`src/rtl/serdes_noise_channel.sv`:
```
// serdes_noise_channel
//   Repeatable error-injection channel placed between the PHY SERDES TX and
//   RX sides. A 32-bit Galois LFSR decides, per block, whether to corrupt the
//   sync header or flip one data bit, optionally stretching each hit into a
//   burst. Counters report blocks passed, blocks corrupted and the current
//   run of clean blocks so lock / high-BER thresholds can be characterised.
//
// Ports
//   clk_tb, rx_rst_tb      block clock, async active-high reset
//   in_data, in_hdr        TX block from the PHY
//   cfg_enable             run request (level)
//   cfg_clear              sync pulse: zero counters, reload LFSR, go idle
//   cfg_mode               00 hdr=11, 01 hdr=00, 10 hdr inverted, 11 data bit flip
//   cfg_thresh             trigger when lfsr[15:0] < thresh (FFFF = always)
//   cfg_burst_len          blocks per trigger (0 and 1 both mean 1)
//   cfg_block_limit        blocks to run, 0 = unlimited
//   out_data, out_hdr      block to the PHY RX, one cycle after input
//   out_err                current output block was corrupted
//   blk_count, inj_count   saturating block / corrupted-block counters
//   clean_run              saturating consecutive-clean-block counter
//   done                   block limit reached
module serdes_noise_channel #(
  parameter int unsigned DATA_WIDTH = 64,
  parameter int unsigned HDR_WIDTH  = 2,
  parameter logic [31:0] SEED       = 32'hACE12468
) (
  input  logic                  clk_tb,
  input  logic                  rx_rst_tb,
  input  logic [DATA_WIDTH-1:0] in_data,
  input  logic [HDR_WIDTH-1:0]  in_hdr,
  input  logic                  cfg_enable,
  input  logic                  cfg_clear,
  input  logic [1:0]            cfg_mode,
  input  logic [15:0]           cfg_thresh,
  input  logic [3:0]            cfg_burst_len,
  input  logic [31:0]           cfg_block_limit,
  output logic [DATA_WIDTH-1:0] out_data,
  output logic [HDR_WIDTH-1:0]  out_hdr,
  output logic                  out_err,
  output logic [31:0]           blk_count,
  output logic [31:0]           inj_count,
  output logic [15:0]           clean_run,
  output logic                  done
);

  localparam int unsigned POS_W = $clog2(DATA_WIDTH);
  localparam logic [31:0] TAPS  = 32'h80200003;

  typedef enum logic [1:0] {
    S_IDLE,
    S_RUN,
    S_BURST,
    S_DONE
  } state_t;

  state_t                  state_q, state_d;
  logic [31:0]             lfsr_q, lfsr_d;
  logic [3:0]              burst_cnt_q, burst_cnt_d;
  logic [DATA_WIDTH-1:0]   out_data_q, out_data_d;
  logic [HDR_WIDTH-1:0]    out_hdr_q, out_hdr_d;
  logic                    out_err_q, out_err_d;
  logic [31:0]             blk_count_q, blk_count_d;
  logic [31:0]             inj_count_q, inj_count_d;
  logic [15:0]             clean_run_q, clean_run_d;
  logic                    done_q, done_d;

  logic                    active;
  logic                    trigger;
  logic                    corrupt;
  logic [POS_W-1:0]        flip_pos;
  logic [DATA_WIDTH-1:0]   flip_mask;
  logic [31:0]             blk_next;
  logic [31:0]             lfsr_step;

  always_comb begin
    state_d     = state_q;
    lfsr_d      = lfsr_q;
    burst_cnt_d = burst_cnt_q;
    blk_count_d = blk_count_q;
    inj_count_d = inj_count_q;
    clean_run_d = clean_run_q;
    done_d      = (state_q == S_DONE);
    out_data_d  = in_data;
    out_hdr_d   = in_hdr;
    out_err_d   = 1'b0;

    active    = (state_q == S_RUN) || (state_q == S_BURST);
    trigger   = (cfg_thresh == 16'hFFFF) || (lfsr_q[15:0] < cfg_thresh);
    corrupt   = (state_q == S_BURST) || ((state_q == S_RUN) && trigger);
    flip_pos  = lfsr_q[16 +: POS_W];
    flip_mask = '0;
    flip_mask[flip_pos] = 1'b1;
    blk_next  = (blk_count_q == '1) ? blk_count_q : blk_count_q + 32'd1;
    lfsr_step = {1'b0, lfsr_q[31:1]} ^ (lfsr_q[0] ? TAPS : '0);

    if (cfg_clear) begin
      state_d     = S_IDLE;
      lfsr_d      = SEED;
      burst_cnt_d = '0;
      blk_count_d = '0;
      inj_count_d = '0;
      clean_run_d = '0;
      done_d      = 1'b0;
    end else if (active) begin
      lfsr_d      = lfsr_step;
      blk_count_d = blk_next;

      if (corrupt) begin
        out_err_d   = 1'b1;
        inj_count_d = (inj_count_q == '1) ? inj_count_q : inj_count_q + 32'd1;
        clean_run_d = '0;
        unique case (cfg_mode)
          2'b00:   out_hdr_d  = '1;
          2'b01:   out_hdr_d  = '0;
          2'b10:   out_hdr_d  = ~in_hdr;
          default: out_data_d = in_data ^ flip_mask;
        endcase
      end else begin
        clean_run_d = (clean_run_q == '1) ? clean_run_q : clean_run_q + 16'd1;
      end

      if (state_q == S_RUN) begin
        if (trigger && (cfg_burst_len > 4'd1)) begin
          burst_cnt_d = cfg_burst_len - 4'd1;
          state_d     = S_BURST;
        end
      end else begin
        burst_cnt_d = (burst_cnt_q == '0) ? burst_cnt_q : burst_cnt_q - 4'd1;
        state_d     = (burst_cnt_q <= 4'd1) ? S_RUN : S_BURST;
      end

      // Limit wins over burst continuation; enable drop keeps burst_cnt so
      // a half-finished burst resumes from IDLE.
      if ((cfg_block_limit != '0) && (blk_next == cfg_block_limit)) begin
        state_d = S_DONE;
      end else if (!cfg_enable) begin
        state_d = S_IDLE;
      end
    end else if (state_q == S_IDLE) begin
      if (cfg_enable && !done_q) begin
        state_d = (burst_cnt_q != '0) ? S_BURST : S_RUN;
      end
    end
  end

  always_ff @(posedge clk_tb or posedge rx_rst_tb) begin
    if (rx_rst_tb) begin
      state_q     <= S_IDLE;
      lfsr_q      <= SEED;
      burst_cnt_q <= '0;
      out_data_q  <= '0;
      out_hdr_q   <= '0;
      out_err_q   <= 1'b0;
      blk_count_q <= '0;
      inj_count_q <= '0;
      clean_run_q <= '0;
      done_q      <= 1'b0;
    end else begin
      state_q     <= state_d;
      lfsr_q      <= lfsr_d;
      burst_cnt_q <= burst_cnt_d;
      out_data_q  <= out_data_d;
      out_hdr_q   <= out_hdr_d;
      out_err_q   <= out_err_d;
      blk_count_q <= blk_count_d;
      inj_count_q <= inj_count_d;
      clean_run_q <= clean_run_d;
      done_q      <= done_d;
    end
  end

  assign out_data  = out_data_q;
  assign out_hdr   = out_hdr_q;
  assign out_err   = out_err_q;
  assign blk_count = blk_count_q;
  assign inj_count = inj_count_q;
  assign clean_run = clean_run_q;
  assign done      = done_q;

endmodule

```
`config.mk`:
```
export PLATFORM = sky130hd
export DESIGN_NAME = serdes_noise_channel
export DESIGN_NICKNAME = d
export VERILOG_FILES = /design/src/rtl/serdes_noise_channel.sv
export SDC_FILE = /design/constraint.sdc
export NUM_CORES = 1
export LEC_CHECK = 0
export ABC_AREA = 1
export BUFFER_PORTS_ARGS = -buffer_cell sky130_fd_sc_hd__buf_2
export CORE_MARGIN = 2
export CORE_UTILIZATION = 25
export CTS_BUF_LIST = sky130_fd_sc_hd__clkbuf_8 sky130_fd_sc_hd__clkbuf_16
export DETAILED_ROUTE_END_ITERATION = 16
export PLACE_DENSITY = 0.47
export SKIP_LAST_GASP = 1
export SYNTH_ARGS = -nofsm -noshare
export SYNTH_HDL_FRONTEND = slang
export SYNTH_SLANG_ARGS = --single-unit
```
`constraint.sdc`:
```
create_clock -name clk_tb -period 8.8 [get_ports clk_tb]
set_input_delay 0 -clock clk_tb [delete_from_list [all_inputs] [get_ports clk_tb]]
set_output_delay 0 -clock clk_tb [all_outputs]
set_load 0.1 [all_outputs]
```
==> metrics.cfg <==
[floorplan]
core_area_um2=43930
die-area_um2=45890
die_h_um=214.2
start_util=0.2515
ios=272
num_rows=77
die_x_um=214.2

[sta]
finalSetupViolCount=0
holdWs_ps=35.42
tns_ps=0
finClkSkew_ps=16.68
relSlewSlack=0.2643
final-max-slew-violation-count=0
rsz0062_at_grt=false
worst_pin_slew_ps=1104
finalCritPeriodShare=0.3825
min_period_ps=3366
fmax_mhz=297.1
hold_viol=0

[worst_setup_path]
cp.required_ps=9170
timing.rr.start=state_q[0]
endpoint_kind=flop
rr_worst_depth=10
cp_max_fo=39
worst_r2r_endpoint=out_hdr[0]
reg2reg_setup_slack_ps=5430
worstSetupPathType=reg2reg
cp.arrival_ps=3740
start_kind=flop

[drt]
drt-wirelength-per-cell_um=16.38
first_pass_iters=5
drt_wl_total_um=39590
routed_via_density=4.613
drc=0
ant_nets=0
drtIter0Drc=727
vias=11150

[yosys]
synth_top_area_share=0.3918
synth.most_common_cell=nand2_1
synth_top_cell_by_area=dfrtp_1
ys_async_sr_fraction=1.000
syn_area_um2=11050
yosys_most_used_dff=dfrtp_1
synth-seq-cells=186
ys_top_cells_by_area=dfrtp_1, nand2_1, nand3_1, inv_1, xnor2_1
synthesis.nets=1618
postSynthAreaPerCell_um2=7.531
ys_seq_area_frac=0.4228
synth_cells=1467
synth_edf_count=0
ys_warn_count=0
ys_top_cells_by_count=nand2_1, dfrtp_1, inv_1
synth.distinct_cells=40

[power]
swShare=0.4173
power_density_nw_per_um2=188.0
intPower_w=0.001587
pwr-share-comb=0.324
p_switching_w=0.001136
vdd_ir_drop_max_mv=0.1281
clkPwrFrac=0.305
power.leakage_nw=6.770
seq_power_share=0.371

[placed_design]
hpwl_um=28980
numPortBuffers=271
gp_congestion=0.9177
placedInstanceArea_um2=13090

[cts]
path_clk_slew_ps=80
root_buffer=clkbuf_16
cts_hold_buf=75
cts-resized-gates=0
cts_buffers=17
tritoncts=done
post_cts_buffers=0
insertion_delay_ps=500
cts_max_level=4
cts.sinks=186
cts.path.max_buffers=2

[global_routing]
grt_max_degree=136
overflow=0
grt_usage=0.1739
antenna_found_initial=14
grt_pass1_wl_um=61910
grt_pass1_vias=11060

[min_path]
worstHoldPathType=in2reg
holdPathStages=4
min_from=cfg_burst_len[3]
whs_endpoint=burst_cnt_q[3]

[layout]
design_area_um2=14480
final_layout_size_suffix_gt1_frac=0.2155
nets=1957
syn2layout_area_growth_pct=31.08
num-fill-cells=4796

[job]
max_cap_viol_count=0

[run_status]
status=finished clean

==> worst max-delay path by stage <==
stage / from / to / depth (start not counted)
after floorplan: rx_rst_tb / blk_count[0] / 1
after global placement: lfsr_q[15] / clean_run[9] / 12
after detailed placement: lfsr_q[11] / clean_run[8] / 12
after CTS: state_q[0] / out_hdr[0] / 10
after global routing: lfsr_q[15] / clean_run[9] / 13
final: state_q[0] / out_hdr[0] / 10
==> registers in the layout, indices dropped and copies added, names as in the netlist <==
name / flops
out_hdr: 2
state_q: 2
inj_count: 32
lfsr_q: 32
burst_cnt_q: 4
out_err: 1
clean_run: 16
out_data: 64
done: 1
blk_count: 32
==> cell families after synthesis <==
kind of cell               count (synthesis)  synth area share
buffers and inverters                    210           0.07384
AOI/OAI and AO/OA                        159           0.08267
xor gates and xnor gates                  93           0.07508
adders and majority gates                 27           0.03058
and+or+nand+nor                          792            0.3151
DFF                                      186            0.4228
==> critical path, stage by stage, from the launching register on <==
cell and delay, ps:
dfrtp_1 430, inv_1 90, ha_1 440, inv_1 150, nor2_4 90, buf_4 450, nand2_1 240, o21ai_0 180
dlygate4sd3_1 560, o21ai_0 70, dlygate4sd3_1 550
==> cells in the final DEF, fill, tap and decap left out, drive strengths merged, types with 4 or more instances in the layout <==
cell         netlist  final
nand2            411    411
clkbuf            18     17
a22o               4      4
or2               26     26
xor2              26     26
nor2             129    129
a22oi             11     11
dfstp             13     13
buf               22    285
nand4             22     22
ha                27     27
nor3              28     28
nand3b             7      7
a21oi             23     23
o21ai             89     89
inv              169    174
o22ai             24     24
clkinv             1      8
xnor2             67     67
nand3            157    157
dlygate4sd3        0     75
diode              0      6
nor4              11     11
dfrtp            173    173
==> power by group through the flow <==
stage               clock network, W  logic, W  registers, W
detailed placement                 0  0.000856       0.00103
floorplan                          0  0.000395       0.00125
CTS                         0.000869  0.000889       0.00101
global placement                   0  0.000855       0.00102
global route                0.000893  0.000967       0.00102
finish                      0.000831  0.000883       0.00101
==> per-stage QoR <==
| stage | power [W] | utilization | std cells | setup WS, ps |
|---|---|---|---|---|
| 3_3_place_gp | 0.001877 | 0.2980 | 2304 | 5633 |
| 6_report | 0.002723 | 0.3296 | 2417 | 5434 |
| 4_1_cts | 0.002767 | 0.3293 | 2411 | 5404 |
| 2_1_floorplan | 0.001647 | - | 1467 | 3764 |
| 3_5_place_dp | 0.001881 | 0.2980 | 2304 | 5546 |
| 5_1_grt | 0.002882 | 0.3295 | 2415 | 5107 |
==> per-layer routing <==
| metal | GRT usage | part of all wire | vias to the layer above |
|---|---|---|---|
| met2 | 0.2782 | 0.47 | 295 |
| met3 | 0.05376 | 0.063 | 63 |
| met4 | 0.06204 | 0.023 | 16 |
| met5 | 0 | 0.0024 | - |
| met1 | 0.2214 | 0.44 | 5344 |
| li1 | - | - | 5432 |
==> cell type report <==
type                    count  area, um^2  share of cell area
multi-input cells        1071        5572              0.3847
flip-flops and latches    186        4671              0.3225
diodes                      6       15.01            0.001037
repair buffers            360        2212              0.1528
clock inverters            15       200.2             0.01382
clock buffers              17       425.4             0.02938
inverters                 170       645.6             0.04458
well taps                 592       740.7             0.05115
No activity file was read; power rests on OpenSTA's default activity.
